--- config.mk ---
export PLATFORM = sky130hd
export DESIGN_NAME = fetch_unit_flat
export DESIGN_NICKNAME = d
export VERILOG_FILES = /design/src/rtl/fetch_unit_if.sv /design/src/rtl/fetch_unit.sv /design/src/flat_wrapper.sv
export SDC_FILE = /design/constraint.sdc
export NUM_CORES = 1
export LEC_CHECK = 0
export ABC_AREA = 1
export ABC_CLOCK_PERIOD_IN_PS = 2900
export CAP_MARGIN = 25
export CELL_PAD_IN_SITES_DETAIL_PLACEMENT = 1
export CELL_PAD_IN_SITES_GLOBAL_PLACEMENT = 1
export CORE_UTILIZATION = 33
export DETAILED_ROUTE_END_ITERATION = 10
export GPL_ROUTABILITY_DRIVEN = 0
export HOLD_SLACK_MARGIN = 0.02
export PLACE_DENSITY = 0.82
export REMOVE_ABC_BUFFERS = 1
export SKIP_LAST_GASP = 1
export SLEW_MARGIN = 20
export SYNTH_ARGS = -nofsm -noshare
export SYNTH_HDL_FRONTEND = slang
export SYNTH_SLANG_ARGS = --single-unit
--- constraint.sdc ---
create_clock -name clock -period 2.9 [get_ports clock]
set_clock_uncertainty 0.05 [all_clocks]
set_input_delay 0.58 -clock clock [delete_from_list [all_inputs] [get_ports clock]]
set_output_delay 0.58 -clock clock [all_outputs]
set_load 0.02 [all_outputs]
--- src/rtl/fetch_unit_if.sv ---
// Fetch-stage bus: program-memory port plus the decoder-facing instruction stream.
// The master side is the fetch unit; the slave side is memory, decoder and control.
interface fetch_unit_if #(
    parameter int PMEM_ADDR_WIDTH = 12,
    parameter int PMEM_WORD_WIDTH = 16,
    parameter int PC_WIDTH        = 12
);
    logic                       in_jump;
    logic [PC_WIDTH-1:0]        in_jump_target;
    logic                       in_stall;
    logic [PMEM_WORD_WIDTH-1:0] in_pmem_data;
    logic [PMEM_ADDR_WIDTH-1:0] out_pmem_addr;
    logic [PMEM_WORD_WIDTH-1:0] out_instr;
    logic [PC_WIDTH-1:0]        out_pc;
    logic                       out_valid;
    logic                       out_flush;

    modport master (
        input  in_jump, in_jump_target, in_stall, in_pmem_data,
        output out_pmem_addr, out_instr, out_pc, out_valid, out_flush
    );

    modport slave (
        output in_jump, in_jump_target, in_stall, in_pmem_data,
        input  out_pmem_addr, out_instr, out_pc, out_valid, out_flush
    );
endinterface

--- src/rtl/fetch_unit.sv ---
// Instruction fetch stage: sequential fetch with jump redirects (one flush bubble)
// and decoder stalls that freeze the presented instruction.
module fetch_unit #(
    parameter int                    PMEM_ADDR_WIDTH = 12,
    parameter int                    PMEM_WORD_WIDTH = 16,
    parameter int                    PC_WIDTH        = 12,
    parameter logic [PC_WIDTH-1:0]   RESET_PC        = '0
) (
    input  logic          clock,
    input  logic          reset,
    fetch_unit_if.master  bus
);
    typedef enum logic [1:0] {
        BOOT     = 2'd0,
        RUN      = 2'd1,
        STALL    = 2'd2,
        REDIRECT = 2'd3
    } state_t;

    localparam logic [PC_WIDTH-1:0] PC_ONE = {{(PC_WIDTH-1){1'b0}}, 1'b1};

    state_t                     state_reg, state_next;
    logic [PC_WIDTH-1:0]        pc_fetch_reg, pc_fetch_next;
    logic [PC_WIDTH-1:0]        pc_q_reg, pc_q_next;
    logic [PMEM_WORD_WIDTH-1:0] instr_hold_reg, instr_hold_next;
    logic [PMEM_WORD_WIDTH-1:0] instr_mux;

    always_ff @(posedge clock) begin
        if (!reset) begin
            state_reg      <= BOOT;
            pc_fetch_reg   <= RESET_PC;
            pc_q_reg       <= RESET_PC;
            instr_hold_reg <= '0;
        end else begin
            state_reg      <= state_next;
            pc_fetch_reg   <= pc_fetch_next;
            pc_q_reg       <= pc_q_next;
            instr_hold_reg <= instr_hold_next;
        end
    end

    // Jump beats stall; stall only applies while a real instruction is presented.
    always_comb begin
        state_next    = state_reg;
        pc_fetch_next = pc_fetch_reg;
        pc_q_next     = pc_q_reg;
        if (bus.in_jump) begin
            pc_fetch_next = bus.in_jump_target;
            state_next    = REDIRECT;
        end else if (bus.in_stall && (state_reg == RUN || state_reg == STALL)) begin
            state_next    = STALL;
        end else begin
            pc_q_next     = pc_fetch_reg;
            pc_fetch_next = pc_fetch_reg + PC_ONE;
            state_next    = RUN;
        end
    end

    always_comb begin
        instr_mux = '0;
        case (state_reg)
            RUN:     instr_mux = bus.in_pmem_data;
            STALL:   instr_mux = instr_hold_reg;
            default: instr_mux = '0;
        endcase
    end

    // The hold register tracks the presented word until a stall freezes it.
    assign instr_hold_next = (state_reg == STALL) ? instr_hold_reg : instr_mux;

    assign bus.out_pmem_addr = pc_fetch_reg[PMEM_ADDR_WIDTH-1:0];
    assign bus.out_instr     = instr_mux;
    assign bus.out_pc        = pc_q_reg;
    assign bus.out_valid     = (state_reg == RUN) || (state_reg == STALL);
    assign bus.out_flush     = (state_reg == BOOT) || (state_reg == REDIRECT);
endmodule

--- src/flat_wrapper.sv ---
// flat-port wrapper written by rule: the top's interface ports become plain ports
module fetch_unit_flat 
#(
    parameter int                    PMEM_ADDR_WIDTH = 12,
    parameter int                    PMEM_WORD_WIDTH = 16,
    parameter int                    PC_WIDTH        = 12,
    parameter logic [PC_WIDTH-1:0]   RESET_PC        = '0
)
  (clock, reset, bus_in_jump, bus_in_jump_target, bus_in_stall, bus_in_pmem_data, bus_out_pmem_addr, bus_out_instr, bus_out_pc, bus_out_valid, bus_out_flush);
  fetch_unit_if #(.PMEM_ADDR_WIDTH(PMEM_ADDR_WIDTH), .PMEM_WORD_WIDTH(PMEM_WORD_WIDTH), .PC_WIDTH(PC_WIDTH)) bus_i ();
  input  logic clock;
  input  logic reset;
  input wire logic [$bits(bus_i.in_jump)-1:0] bus_in_jump;
  input wire logic [$bits(bus_i.in_jump_target)-1:0] bus_in_jump_target;
  input wire logic [$bits(bus_i.in_stall)-1:0] bus_in_stall;
  input wire logic [$bits(bus_i.in_pmem_data)-1:0] bus_in_pmem_data;
  output wire logic [$bits(bus_i.out_pmem_addr)-1:0] bus_out_pmem_addr;
  output wire logic [$bits(bus_i.out_instr)-1:0] bus_out_instr;
  output wire logic [$bits(bus_i.out_pc)-1:0] bus_out_pc;
  output wire logic [$bits(bus_i.out_valid)-1:0] bus_out_valid;
  output wire logic [$bits(bus_i.out_flush)-1:0] bus_out_flush;
  assign bus_i.in_jump = bus_in_jump;
  assign bus_i.in_jump_target = bus_in_jump_target;
  assign bus_i.in_stall = bus_in_stall;
  assign bus_i.in_pmem_data = bus_in_pmem_data;
  assign bus_out_pmem_addr = bus_i.out_pmem_addr;
  assign bus_out_instr = bus_i.out_instr;
  assign bus_out_pc = bus_i.out_pc;
  assign bus_out_valid = bus_i.out_valid;
  assign bus_out_flush = bus_i.out_flush;
  fetch_unit #(.PMEM_ADDR_WIDTH(PMEM_ADDR_WIDTH), .PMEM_WORD_WIDTH(PMEM_WORD_WIDTH), .PC_WIDTH(PC_WIDTH), .RESET_PC(RESET_PC)) u_core (.clock(clock), .reset(reset), .bus(bus_i));
endmodule
==> impl_metrics.csv <==
group,metric,value,unit
route,num_vias,2127,
synthesis,syn_inst,278,
floorplan,core-area,5956,sq um
route,dr.pass1.iters,4,
final_layout,nNetsFinal,385,
global_route,grt_pass1_wl,10050,microns
synthesis,ys_ff_latch,42,
setup_path,r2r_start,"u_core.state_reg[0]",
route,avgRoutedWirePerCell,14.38,microns
cts,clk-insertion-delay-late,300,ps
cts,htree_levels,2,
route,routed_wl,6124,microns
final_layout,n_antenna_cell,0,
setup_path,required,2270,ps
synthesis,yosysTopAreaCellShare,0.4100,
synthesis,synthTopCellsByCount,"81 x nand2_1, 42 x dfxtp_1, 35 x a21oi_1",
setup_path,end_kind,"primary output",
timing,finalMaxSlewViolations,0,
synthesis,ys_types,28,
route,drtIter0Drc,36,
timing,final-setup-viol-count,0,
final_layout,synthToLayoutAreaGrowth,44.60,%
setup_path,critPathMaxFanout,14,
floorplan,num_rows,28,
global_route,track_usage,0.2024,
cts,cts.sinks,42,
power,power_density,534.4,nW/um^2
route,via_per_inst,4.993,
setup_path,cpPeakStageDelay,650,ps
cts,clkTransAtPathRegs,70,ps
setup_path,arrival,2040,ps
floorplan,die_w,80.83,microns
global_route,grt_antenna_before_repair,0,
route,antenna_left,0,
final_layout,drive_above_1_share,0.09687,
synthesis,seq_area_frac_synth,0.4100,
final_layout,fill_cells,742,
job,drv_cap,0,
setup_path,crit_chain,"inv_1 -> ha_1 -> buf_4 -> nand2_1 -> a21oi_1 -> clkdlybuf4s50_1",
synthesis,yosys_warnings,0,
power,power.leakage,1.102,nW
synthesis,netlist_area,2051,sq um
power,p_total,1.585,mW
cts,cts_buffers,5,
final_layout,fin_area,2965,sq um
floorplan,die-area,6533,sq um
floorplan,io_pins,74,
timing,hold_violations,0,
timing,worst_pin_slew,542.8,ps
cts,cts_buffer_depth,2,
synthesis,yosysTopAreaCell,"dfxtp_1",
timing,hold_ws,426.9,ps
setup_path,path_class,"reg2out",
synthesis,async_flop_share,0,
floorplan,die_h,80.83,microns
synthesis,synth_edf_count,0,
final_layout,largest_register_ffs,16,
setup_path,r2r_slack,1260,ps
timing,fin_crit_sh,0.9212,
global_route,overflow,0,
synthesis,ys.flop_type,"dfxtp_1",
outcome,outcome,"completed",
floorplan,initial_core_util,0.3443,
timing,min_period,2671,ps
timing,fmax,0.3743,GHz
cts,cts_setup_buffers,0,
power,irDropWorstVdd,0.0002265,V
timing,relSlewSlack,0.6377,
synthesis,synth.most_common_cell,"nand2_1",
worst_hold_path,hold_class,"reg2reg",
placement,placed_cell_area,2820,sq um
timing,setup_tns,0,ps
synthesis,synth.area.top_cells,"dfxtp_1 41%, nand2_1 15%, a21oi_1 8.5%",
placement,place.detailed.hpwl,4345,microns
global_route,grt_max_degree,28,
placement,port_buffers,73,
synthesis,synth.avg_cell_area,7.377,sq um
setup_path,crit_slowest_cell,"clkdlybuf4s50_1",
cts,cts_tree,"yes",
cts,root_buffer,"clkbuf_8",
setup_path,worst_setup_path_start_kind,"register",
route,drc_errors,0,
worst_hold_path,hp-start,"u_core.instr_hold_reg[12]",
global_route,grt_pass1_vias,2176,
setup_path,critPathLaunch,"u_core.state_reg[1]",
timing,rsz0062_at_grt,"false",
==> path summary, 6_finish.rpt <==
kind | end | depth (start not counted)
min | u_core.instr_hold_reg[12] | 2
min reg2reg | u_core.instr_hold_reg[12] | 2
max reg2reg | u_core.bus.out_pmem_addr[11] | 10
max | bus_out_instr[9] | 6
==> power breakdown <==
| group | total (mW) | switching (mW) | internal (mW) |
|---|---|---|---|
| logic | 0.370 | 0.203 | 0.168 |
| registers | 0.638 | 0.0264 | 0.612 |
| clock network | 0.576 | 0.209 | 0.367 |
==> cells by family after synthesis <==
group,count (synthesis),synth area share
simple gates,132,0.2782
buf+inv,31,0.09030
fa+ha+maj,3,0.01831
xor+xnor,1,0.004272
compound gates,69,0.1989
flops,42,0.4100
==> through the flow <==
stage	std cells	util	worst slack, ps
after floorplan	265	-	811.6
after global placement	418	0.4735	373.7
after detailed placement	418	0.4735	317.1
after CTS	426	0.4975	5.421
after global routing	426	0.4979	57.76
final	426	0.4979	228.6
==> what timing repair did <==
item | CTS | global route
resized for setup | 0 | 1
setup endpoints to repair | 0 | 16
hold buffers | 0 | 0
==> cell type report <==
cell class                      instances  area, sq um  share of cell area
Clock buffer                            6        82.58             0.02785
Clock inverter                          2        60.06             0.02025
Inverter                               18        80.08             0.02700
Multi-Input combinational cell        205         1027              0.3464
Sequential cell                        42        840.8              0.2835
Tap cell                               75        93.84             0.03165
Timing Repair Buffer                   78        780.7              0.2633
==> critical path: cells and delay by family, from the launching register on <==
kind / cells / cell delay (ps)
AND/OR/NAND/NOR: 1 / 80
flip-flops: 1 / 320
AO/OA/AOI/OAI: 1 / 200
adder cells (fa/ha/maj): 1 / 220
buffers and inverters: 3 / 930
==> per-layer routing <==
metal | vias to the layer above | part of all wire | wire (microns) | track usage
li1 | 1056 | - | - | -
met1 | 1000 | 0.43 | 2620 | 0.2150
met2 | 63 | 0.50 | 3040 | 0.3824
met3 | 8 | 0.064 | 393 | 0.05955
met4 | 0 | 0.011 | 70 | 0.05714
met5 | - | 0 | 0 | 0
==> cells in the final DEF (no fill, tap or decap) <==
cell type | synthesis | routed
a22oi_1 | 5 | 5
a21oi_2 | 10 | 10
buf_12 | 1 | 1
nand2_1 | 81 | 81
xor2_1 | 1 | 1
a31oi_1 | 2 | 2
nand2_8 | 2 | 2
nand3_2 | 4 | 4
dfxtp_1 | 42 | 42
o21ai_0 | 14 | 14
inv_1 | 14 | 14
ha_1 | 3 | 2
o211a_1 | 1 | 1
nor2_1 | 33 | 33
clkdlybuf4s50_1 | 0 | 73
inv_6 | 1 | 1
ha_2 | 0 | 1
inv_2 | 2 | 2
inv_8 | 1 | 1
o21a_1 | 2 | 2
nand3_1 | 9 | 9
buf_4 | 3 | 4
a21oi_1 | 35 | 35
nand4_1 | 2 | 2
clkbuf_8 | 1 | 6
bufinv_16 | 0 | 2
nor3_1 | 1 | 1
Note: power is estimated with default switching activity, not from simulation.
